`src/rtl/sram_req_arbiter_pkg.sv`:
```
// ---------------------------------------------------------------------------
// sram_req_arbiter_pkg
// Shared definitions for the SRAM-like request arbiter:
//   - SRAM-like field widths (size, byte strobes, address, data)
//   - master ID encoding used in the ownership FIFO
//   - arbiter FSM state encoding
// ---------------------------------------------------------------------------
package sram_req_arbiter_pkg;

    localparam int SIZE_W = 2;
    localparam int STRB_W = 4;
    localparam int ADDR_W = 32;
    localparam int DATA_W = 32;

    // Which master owns a transaction.
    typedef enum logic {
        MST_INST = 1'b0,
        MST_DATA = 1'b1
    } mst_e;

    // IDLE: grant is decided combinationally each cycle.
    // HOLD: a request is mid-handshake and the grant is frozen.
    typedef enum logic {
        IDLE = 1'b0,
        HOLD = 1'b1
    } state_e;

endpackage

```
`src/rtl/sram_req_arbiter_if.sv`:
```
// ---------------------------------------------------------------------------
// sram_req_arbiter_if
// One SRAM-like request/response port.
//   master modport : drives req/wr/size/wstrb/addr/wdata,
//                    receives addr_ok/data_ok/rdata
//   slave modport  : the mirror image
// ---------------------------------------------------------------------------
interface sram_req_arbiter_if;
    import sram_req_arbiter_pkg::*;

    logic              req;
    logic              wr;
    logic [SIZE_W-1:0] size;
    logic [STRB_W-1:0] wstrb;
    logic [ADDR_W-1:0] addr;
    logic [DATA_W-1:0] wdata;
    logic              addr_ok;
    logic              data_ok;
    logic [DATA_W-1:0] rdata;

    modport master (
        output req, wr, size, wstrb, addr, wdata,
        input  addr_ok, data_ok, rdata
    );

    modport slave (
        input  req, wr, size, wstrb, addr, wdata,
        output addr_ok, data_ok, rdata
    );

endinterface

```
`src/rtl/sram_req_arbiter_owner_fifo.sv`:
```
// ---------------------------------------------------------------------------
// sram_req_arbiter_owner_fifo
// In-order FIFO of master IDs, one entry per accepted transaction.
// Ports:
//   clk, resetn    clock, asynchronous active-low reset
//   push, push_id  enqueue the owner of a newly accepted request
//   pop            dequeue the head on a completed transaction
//   head           owner of the oldest outstanding transaction
//   count          occupancy (explicit counter, 0..DEPTH)
//   full, empty    occupancy flags
// ---------------------------------------------------------------------------
module sram_req_arbiter_owner_fifo
    import sram_req_arbiter_pkg::*;
#(
    parameter int DEPTH = 4
) (
    input  logic                   clk,
    input  logic                   resetn,
    input  logic                   push,
    input  mst_e                   push_id,
    input  logic                   pop,
    output mst_e                   head,
    output logic [$clog2(DEPTH):0] count,
    output logic                   full,
    output logic                   empty
);

    localparam int PTR_W = $clog2(DEPTH);
    localparam logic [PTR_W:0] FULL_CNT = (PTR_W+1)'(DEPTH);

    mst_e             mem_q [DEPTH];
    mst_e             mem_d [DEPTH];
    logic [PTR_W-1:0] wr_ptr_q, wr_ptr_d;
    logic [PTR_W-1:0] rd_ptr_q, rd_ptr_d;
    logic [PTR_W:0]   count_q, count_d;
    logic             do_push, do_pop;

    assign full  = (count_q == FULL_CNT);
    assign empty = (count_q == '0);
    assign head  = mem_q[rd_ptr_q];
    assign count = count_q;

    // Guard locally so a misbehaving caller cannot corrupt the count.
    assign do_push = push && !full;
    assign do_pop  = pop && !empty;

    always_comb begin
        mem_d    = mem_q;
        wr_ptr_d = wr_ptr_q;
        rd_ptr_d = rd_ptr_q;
        count_d  = count_q;
        if (do_push) begin
            mem_d[wr_ptr_q] = push_id;
            wr_ptr_d        = wr_ptr_q + 1'b1;   // wraps modulo DEPTH
        end
        if (do_pop) begin
            rd_ptr_d = rd_ptr_q + 1'b1;
        end
        case ({do_push, do_pop})
            2'b10:   count_d = count_q + 1'b1;
            2'b01:   count_d = count_q - 1'b1;
            default: count_d = count_q;          // idle, or push+pop together
        endcase
    end

    always_ff @(posedge clk or negedge resetn) begin
        if (!resetn) begin
            wr_ptr_q <= '0;
            rd_ptr_q <= '0;
            count_q  <= '0;
            for (int i = 0; i < DEPTH; i++) begin
                mem_q[i] <= MST_INST;
            end
        end else begin
            wr_ptr_q <= wr_ptr_d;
            rd_ptr_q <= rd_ptr_d;
            count_q  <= count_d;
            mem_q    <= mem_d;
        end
    end

endmodule

```
`src/rtl/sram_req_arbiter.sv`:
```
// ---------------------------------------------------------------------------
// sram_req_arbiter
// Shares one SRAM-like slave port between the instruction master (m0) and
// the data master (m1). Data wins by default; after STARVE_LIMIT consecutive
// data grants while m0 is waiting, m0 is granted once. Each accepted request
// records its owner in an in-order FIFO so completions are routed back.
// Ports:
//   clk, resetn   clock, asynchronous active-low reset
//   m0            instruction master port (slave modport)
//   m1            data master port (slave modport)
//   s             bridge-side port (master modport)
//   outstanding   number of accepted but uncompleted transactions
//   err_spurious  sticky: a completion arrived with nothing outstanding
// ---------------------------------------------------------------------------
module sram_req_arbiter
    import sram_req_arbiter_pkg::*;
#(
    parameter int DEPTH        = 4,
    parameter int STARVE_LIMIT = 3
) (
    input  logic                   clk,
    input  logic                   resetn,
    sram_req_arbiter_if.slave      m0,
    sram_req_arbiter_if.slave      m1,
    sram_req_arbiter_if.master     s,
    output logic [$clog2(DEPTH):0] outstanding,
    output logic                   err_spurious
);

    localparam int CNT_W = $clog2(STARVE_LIMIT + 1);
    localparam logic [CNT_W-1:0] STARVE_MAX = CNT_W'(STARVE_LIMIT);

    state_e           state_q, state_d;
    mst_e             hold_id_q, hold_id_d;
    logic [CNT_W-1:0] starve_q, starve_d;
    logic             err_q, err_d;

    logic grant_vld, grant_on, pending, s_req_int, hs, pop;
    mst_e grant_id;
    mst_e head;
    logic full, empty;

    // Grant selection. HOLD pins the grant so the slave never sees the
    // request switch masters before addr_ok.
    always_comb begin
        grant_vld = 1'b0;
        grant_id  = MST_INST;
        if (state_q == HOLD) begin
            grant_vld = 1'b1;
            grant_id  = hold_id_q;
        end else if (starve_q == STARVE_MAX && m0.req) begin
            grant_vld = 1'b1;
            grant_id  = MST_INST;
        end else if (m1.req) begin
            grant_vld = 1'b1;
            grant_id  = MST_DATA;
        end else if (m0.req) begin
            grant_vld = 1'b1;
            grant_id  = MST_INST;
        end
    end

    // resetn gates the grant so every output is quiet while in reset.
    assign grant_on  = resetn && grant_vld;
    assign pending   = (grant_id == MST_DATA) ? m1.req : m0.req;
    assign s_req_int = grant_on && pending && !full;
    assign hs        = s_req_int && s.addr_ok;

    // Slave-side request fields follow the granted master, zero otherwise.
    always_comb begin
        s.req   = s_req_int;
        s.wr    = 1'b0;
        s.size  = '0;
        s.wstrb = '0;
        s.addr  = '0;
        s.wdata = '0;
        if (grant_on) begin
            if (grant_id == MST_DATA) begin
                s.wr    = m1.wr;
                s.size  = m1.size;
                s.wstrb = m1.wstrb;
                s.addr  = m1.addr;
                s.wdata = m1.wdata;
            end else begin
                s.wr    = m0.wr;
                s.size  = m0.size;
                s.wstrb = m0.wstrb;
                s.addr  = m0.addr;
                s.wdata = m0.wdata;
            end
        end
    end

    assign m0.addr_ok = hs && (grant_id == MST_INST);
    assign m1.addr_ok = hs && (grant_id == MST_DATA);

    // Completions go to the FIFO head; nothing is routed when it is empty.
    assign pop        = s.data_ok && !empty;
    assign m0.data_ok = pop && (head == MST_INST);
    assign m1.data_ok = pop && (head == MST_DATA);
    assign m0.rdata   = m0.data_ok ? s.rdata : '0;
    assign m1.rdata   = m1.data_ok ? s.rdata : '0;

    sram_req_arbiter_owner_fifo #(
        .DEPTH (DEPTH)
    ) u_owner_fifo (
        .clk     (clk),
        .resetn  (resetn),
        .push    (hs),
        .push_id (grant_id),
        .pop     (pop),
        .head    (head),
        .count   (outstanding),
        .full    (full),
        .empty   (empty)
    );

    always_comb begin
        state_d   = state_q;
        hold_id_d = hold_id_q;
        starve_d  = starve_q;
        err_d     = err_q || (s.data_ok && empty);

        case (state_q)
            IDLE: begin
                if (s_req_int && !s.addr_ok) begin
                    state_d   = HOLD;
                    hold_id_d = grant_id;
                end
            end
            HOLD: begin
                // Also release if the held master withdraws, so the
                // arbiter cannot lock up on a protocol violation.
                if (hs || !pending) begin
                    state_d = IDLE;
                end
            end
            default: state_d = IDLE;
        endcase

        if (!m0.req) begin
            starve_d = '0;
        end else if (hs && grant_id == MST_INST) begin
            starve_d = '0;
        end else if (hs && grant_id == MST_DATA && starve_q != STARVE_MAX) begin
            starve_d = starve_q + 1'b1;
        end
    end

    always_ff @(posedge clk or negedge resetn) begin
        if (!resetn) begin
            state_q   <= IDLE;
            hold_id_q <= MST_INST;
            starve_q  <= '0;
            err_q     <= 1'b0;
        end else begin
            state_q   <= state_d;
            hold_id_q <= hold_id_d;
            starve_q  <= starve_d;
            err_q     <= err_d;
        end
    end

    assign err_spurious = err_q;

endmodule

```
`src/flat_wrapper.sv`:
```
// flat-port wrapper written by rule: the top's interface ports become plain ports
module sram_req_arbiter_flat import sram_req_arbiter_pkg::*;
#(
    parameter int DEPTH        = 4,
    parameter int STARVE_LIMIT = 3
)
  (clk, resetn, outstanding, err_spurious, m0_req, m0_wr, m0_size, m0_wstrb, m0_addr, m0_wdata, m0_addr_ok, m0_data_ok, m0_rdata, m1_req, m1_wr, m1_size, m1_wstrb, m1_addr, m1_wdata, m1_addr_ok, m1_data_ok, m1_rdata, s_req, s_wr, s_size, s_wstrb, s_addr, s_wdata, s_addr_ok, s_data_ok, s_rdata);
  sram_req_arbiter_if m0_i ();
  sram_req_arbiter_if m1_i ();
  sram_req_arbiter_if s_i ();
  input  logic clk;
  input  logic resetn;
  output logic [$clog2(DEPTH):0] outstanding;
  output logic err_spurious;
  input wire logic [$bits(m0_i.req)-1:0] m0_req;
  input wire logic [$bits(m0_i.wr)-1:0] m0_wr;
  input wire logic [$bits(m0_i.size)-1:0] m0_size;
  input wire logic [$bits(m0_i.wstrb)-1:0] m0_wstrb;
  input wire logic [$bits(m0_i.addr)-1:0] m0_addr;
  input wire logic [$bits(m0_i.wdata)-1:0] m0_wdata;
  output wire logic [$bits(m0_i.addr_ok)-1:0] m0_addr_ok;
  output wire logic [$bits(m0_i.data_ok)-1:0] m0_data_ok;
  output wire logic [$bits(m0_i.rdata)-1:0] m0_rdata;
  input wire logic [$bits(m1_i.req)-1:0] m1_req;
  input wire logic [$bits(m1_i.wr)-1:0] m1_wr;
  input wire logic [$bits(m1_i.size)-1:0] m1_size;
  input wire logic [$bits(m1_i.wstrb)-1:0] m1_wstrb;
  input wire logic [$bits(m1_i.addr)-1:0] m1_addr;
  input wire logic [$bits(m1_i.wdata)-1:0] m1_wdata;
  output wire logic [$bits(m1_i.addr_ok)-1:0] m1_addr_ok;
  output wire logic [$bits(m1_i.data_ok)-1:0] m1_data_ok;
  output wire logic [$bits(m1_i.rdata)-1:0] m1_rdata;
  output wire logic [$bits(s_i.req)-1:0] s_req;
  output wire logic [$bits(s_i.wr)-1:0] s_wr;
  output wire logic [$bits(s_i.size)-1:0] s_size;
  output wire logic [$bits(s_i.wstrb)-1:0] s_wstrb;
  output wire logic [$bits(s_i.addr)-1:0] s_addr;
  output wire logic [$bits(s_i.wdata)-1:0] s_wdata;
  input wire logic [$bits(s_i.addr_ok)-1:0] s_addr_ok;
  input wire logic [$bits(s_i.data_ok)-1:0] s_data_ok;
  input wire logic [$bits(s_i.rdata)-1:0] s_rdata;
  assign m0_i.req = m0_req;
  assign m0_i.wr = m0_wr;
  assign m0_i.size = m0_size;
  assign m0_i.wstrb = m0_wstrb;
  assign m0_i.addr = m0_addr;
  assign m0_i.wdata = m0_wdata;
  assign m0_addr_ok = m0_i.addr_ok;
  assign m0_data_ok = m0_i.data_ok;
  assign m0_rdata = m0_i.rdata;
  assign m1_i.req = m1_req;
  assign m1_i.wr = m1_wr;
  assign m1_i.size = m1_size;
  assign m1_i.wstrb = m1_wstrb;
  assign m1_i.addr = m1_addr;
  assign m1_i.wdata = m1_wdata;
  assign m1_addr_ok = m1_i.addr_ok;
  assign m1_data_ok = m1_i.data_ok;
  assign m1_rdata = m1_i.rdata;
  assign s_req = s_i.req;
  assign s_wr = s_i.wr;
  assign s_size = s_i.size;
  assign s_wstrb = s_i.wstrb;
  assign s_addr = s_i.addr;
  assign s_wdata = s_i.wdata;
  assign s_i.addr_ok = s_addr_ok;
  assign s_i.data_ok = s_data_ok;
  assign s_i.rdata = s_rdata;
  sram_req_arbiter #(.DEPTH(DEPTH), .STARVE_LIMIT(STARVE_LIMIT)) u_core (.clk(clk), .resetn(resetn), .m0(m0_i), .m1(m1_i), .s(s_i), .outstanding(outstanding), .err_spurious(err_spurious));
endmodule
```
`config.mk`:
```
export PLATFORM = sky130hd
export DESIGN_NAME = sram_req_arbiter_flat
export DESIGN_NICKNAME = d
export VERILOG_FILES = /design/src/rtl/sram_req_arbiter_pkg.sv /design/src/rtl/sram_req_arbiter_if.sv /design/src/rtl/sram_req_arbiter_owner_fifo.sv /design/src/rtl/sram_req_arbiter.sv /design/src/flat_wrapper.sv
export SDC_FILE = /design/constraint.sdc
export NUM_CORES = 1
export LEC_CHECK = 0
export BUFFER_PORTS_ARGS = -buffer_cell sky130_fd_sc_hd__buf_2
export CORE_AREA = 2 2 124 126
export CTS_BUF_LIST = sky130_fd_sc_hd__clkbuf_4 sky130_fd_sc_hd__clkbuf_8 sky130_fd_sc_hd__clkbuf_16
export DETAILED_ROUTE_END_ITERATION = 6
export DIE_AREA = 0 0 126 128
export GPL_ROUTABILITY_DRIVEN = 0
export PLACE_DENSITY = 0.56
export SYNTH_ARGS = -nofsm -noshare
export SYNTH_HDL_FRONTEND = slang
export SYNTH_SLANG_ARGS = --single-unit
```
`constraint.sdc`:
```
create_clock -name clk -period 4 [get_ports clk]
set_input_delay 0.4 -clock clk [delete_from_list [all_inputs] [get_ports clk]]
set_output_delay 0.4 -clock clk [all_outputs]
set_load 0.02 [all_outputs]
```
==> metrics.log <==
[metrics] H-tree lvl count: 1
[metrics] async set or reset register ratio after synthesis: 1.00
[metrics] antenna diode count: 0
[metrics] initial core utilization: 0.169
[metrics] pins over their slew limit: 0
[metrics] sum of met3 wire segment lengths after detailed routing: 684 µm
[metrics] residual DRC count: 0
[metrics] net count after synthesis: 626
[metrics] chip height: 128 µm
[metrics] number of maximum-capacitance violations: 0
[metrics] io pins: 324
[metrics] ratio of total power to cell area: 569 nW/µm²
[metrics] initial antenna violation count: 0
[metrics] Gates resized, CTS repair: 0
[metrics] mean instance size in the synthesized netlist: 5.73 µm²
[metrics] Fin Clk Skew: 0.00279 ns
[metrics] count of input and output buffers: 323
[metrics] total negative setup slack: 0 ns
[metrics] drt initial violations: 217
[metrics] post-synthesis sequential area ratio: 0.159
[metrics] most instantiated cells after synthesis: nand2_1 (179), a21oi_1 (71), nor2_1 (39)
[metrics] Critical Setup Path Class: reg2out
[metrics] antenna-violating nets left: 0
[metrics] source of the worst register-to-register timing path: u_core.state_q
[metrics] uppermost routed layer: met4
[metrics] clk_lat worst skew: 0.24 ns
[metrics] synthesized cell area: 2510 µm²
[metrics] Worst Reg-to-Reg Cells: 9
[metrics] filler cell count in the final layout: 1699
[metrics] most used flip-flop cell after synthesis: dfrtp_1
[metrics] Leakage: 2.72 nW
[metrics] crit path time final: 2.94 ns
[metrics] remaining global-route overflow: 0
[metrics] Total Routed Length: 11.4 mm
[metrics] fraction of final layout cells with drive strength greater than 1: 0.472
[metrics] kind of launch point of the worst setup path: register
[metrics] most common cell in the netlist: nand2_1
[metrics] EDFF count, synth: 0
[metrics] drt pass-1 iters: 4
[metrics] Detailed Place HPWL: 9.24 mm
[metrics] status: finished clean
[metrics] number of buffers added for setup after CTS: 0
[metrics] metal2 WL: 5.63 mm
[metrics] clock tree from TritonCTS: yes
[metrics] worst max-slew margin expressed relative to the limit: 0.367
[metrics] gate count of the mapped netlist: 439
[metrics] Max Root-Sink Buffers: 2
[metrics] largest fanout on the critical path: 40
[metrics] Root Driver: clkbuf_16
[metrics] final critical-path share of the clock period: 0.736
[metrics] layout overhead on the synthesized area: 73.0%
[metrics] number of hold buffers added after cts: 0
[metrics] largest net degree at the start of global routing: 79
[metrics] maximum ir drop on the vdd rail: 301 µV
[metrics] Synth area leaders: nand2_1 (27%), dfrtp_1 (16%), a21oi_1 (14%), and3_1 (8.0%), nor2_1 (5.8%)
[metrics] number of global-route vias before repair: 3388
[metrics] Worst Max-Slew Pin Slew: 0.949 ns
[metrics] Worst setup EP type: output pin
[metrics] Post-Route M1 WL: 5.05 mm
[metrics] power after layout: 2.48 mW
[metrics] global-route wire length before repair: 17.0 mm
[metrics] Crit path required time: 3.60 ns
[metrics] DR WL/cell: 12.4 µm
[metrics] clock sink count: 16
[metrics] fmax: 340 MHz
[metrics] number of endpoints failing setup at the final stage: 0
[metrics] type of the most critical hold path: in2async
[metrics] setup repair after global routing missed its margin: false
[metrics] number of buffers added by the clock tree synthesis step: 3
[metrics] data arrival time of the worst path: 2.54 ns
[metrics] vias after detailed routing: 3850
[metrics] number of rows in the core area: 45
[metrics] top cell type's share of synthesized area: 0.267
[metrics] clock edge transition at the registers on the reported setup and hold paths: 0.05 ns
[metrics] total area of multi-input combinational cells: 1890 µm²
[metrics] net count reported at finish: 923
[metrics] capture point of the worst reg-to-reg path: u_core.u_owner_fifo.count[2]
[metrics] Tot GR Track Use: 0.125
[metrics] FF-to-FF setup slack: 1.28 ns
[metrics] sequential cell area: 400 µm²
[metrics] post-DR vias/cell: 4.17
[metrics] overall die width: 126 µm
[metrics] number of warning messages in the yosys log: 0
[metrics] endpoints failing hold: 0
[metrics] number of synthesized register bits: 16
[metrics] Core Box Area: 14900 µm²
[metrics] full die area: 16100 µm²
[metrics] library cell occupying the most area in the post-synthesis netlist: nand2_1
[metrics] post-synthesis cell type count: 38
==> power breakdown <==
group | switching, mW | internal [mW]
Sequential | 0.0864 | 0.235
Combinational | 1.27 | 0.666
Clock | 0.0622 | 0.152
==> cell usage in the layout, fill, tap and decap left out, types with 2 or more instances in the layout <==
master	instances
nand2_1	179
nor2_1	39
and3_1	32
clkbuf_16	3
a21oi_1	71
inv_1	9
nand3_1	2
nor3_1	2
ha_1	6
xnor2_1	3
nand2b_1	2
o31ai_1	8
buf_2	323
buf_4	9
xor2_1	3
or3b_1	2
dfrtp_1	16
o21ai_0	3
mux2i_1	2
==> logic make-up (layout without fill, tap and decap cells) <==
family                   Yosys count  in the layout  synth area share
flip-flops                        16             16             0.159
XOR/XNOR                           6              6            0.0209
buffers and inverters             50            346             0.100
multiplexers                       4              4            0.0229
adder cells (fa/ha/maj)            7              7            0.0378
AND/OR/NAND/NOR                  264            264             0.442
AO/OA/AOI/OAI                     92             92             0.217
==> layer usage <==
layer / up-vias / GRT usage
met5: - / 0
li1: 2023 / -
met2: 144 / 0.215
met3: 4 / 0.0209
met1: 1679 / 0.172
met4: 0 / 0.0110
==> per-stage QoR <==
stage | std cells | worst slack (ns) | utilization | hold WS [ns] | instance area, µm²
2_1_floorplan | 439 | 1.64 | - | 0.104 | 2510
3_3_place_gp | 919 | 1.30 | 0.287 | 0.361 | 4260
3_5_place_dp | 919 | 1.29 | 0.287 | 0.363 | 4260
4_1_cts | 923 | 1.07 | 0.293 | 0.102 | 4350
5_1_grt | 923 | 0.875 | 0.293 | 0.116 | 4350
6_report | 923 | 1.06 | 0.293 | 0.0848 | 4350
==> flip-flops by register name (all words and copies together) (netlist names) <==
| register | count |
|---|---|
| u_core.u_owner_fifo.mem_q | 4 |
| u_core.u_owner_fifo.count | 3 |
| u_core.starve_q | 2 |
| u_core.u_owner_fifo.rd_ptr_q | 2 |
| u_core.u_owner_fifo.wr_ptr_q | 2 |
| u_core.err_spurious | 1 |
| u_core.hold_id_q | 1 |
| u_core.state_q | 1 |
==> critical path, stage by stage (launching register included) <==
cell and delay, ns:
dfrtp_1 0.53, nand2_1 0.22, o21a_2 0.64, buf_4 0.41, nand2_1 0.10, a21oi_1 0.17
buf_2 0.20
==> worst max path at each step <==
stage                                      start                           end  slack [ns]
floorplan           u_core.u_owner_fifo.count[1]  u_core.u_owner_fifo.count[2]        1.64
global placement                          m1_req                    s_wdata[8]        1.30
detailed placement                u_core.state_q  u_core.u_owner_fifo.count[2]        1.29
CTS                               u_core.state_q                    s_wdata[8]        1.07
global route                      u_core.state_q                    s_wdata[3]        0.88
finish                            u_core.state_q                    s_wdata[8]        1.06
==> area by class of cell <==
cell class,instances,share of cell area
sequential,16,0.0920
multi-input combinational,373,0.434
tap,188,0.0541
inverter,9,0.00777
clock buffer,4,0.0204
timing repair buffer,333,0.392
Power figures use the tool's default switching activity.
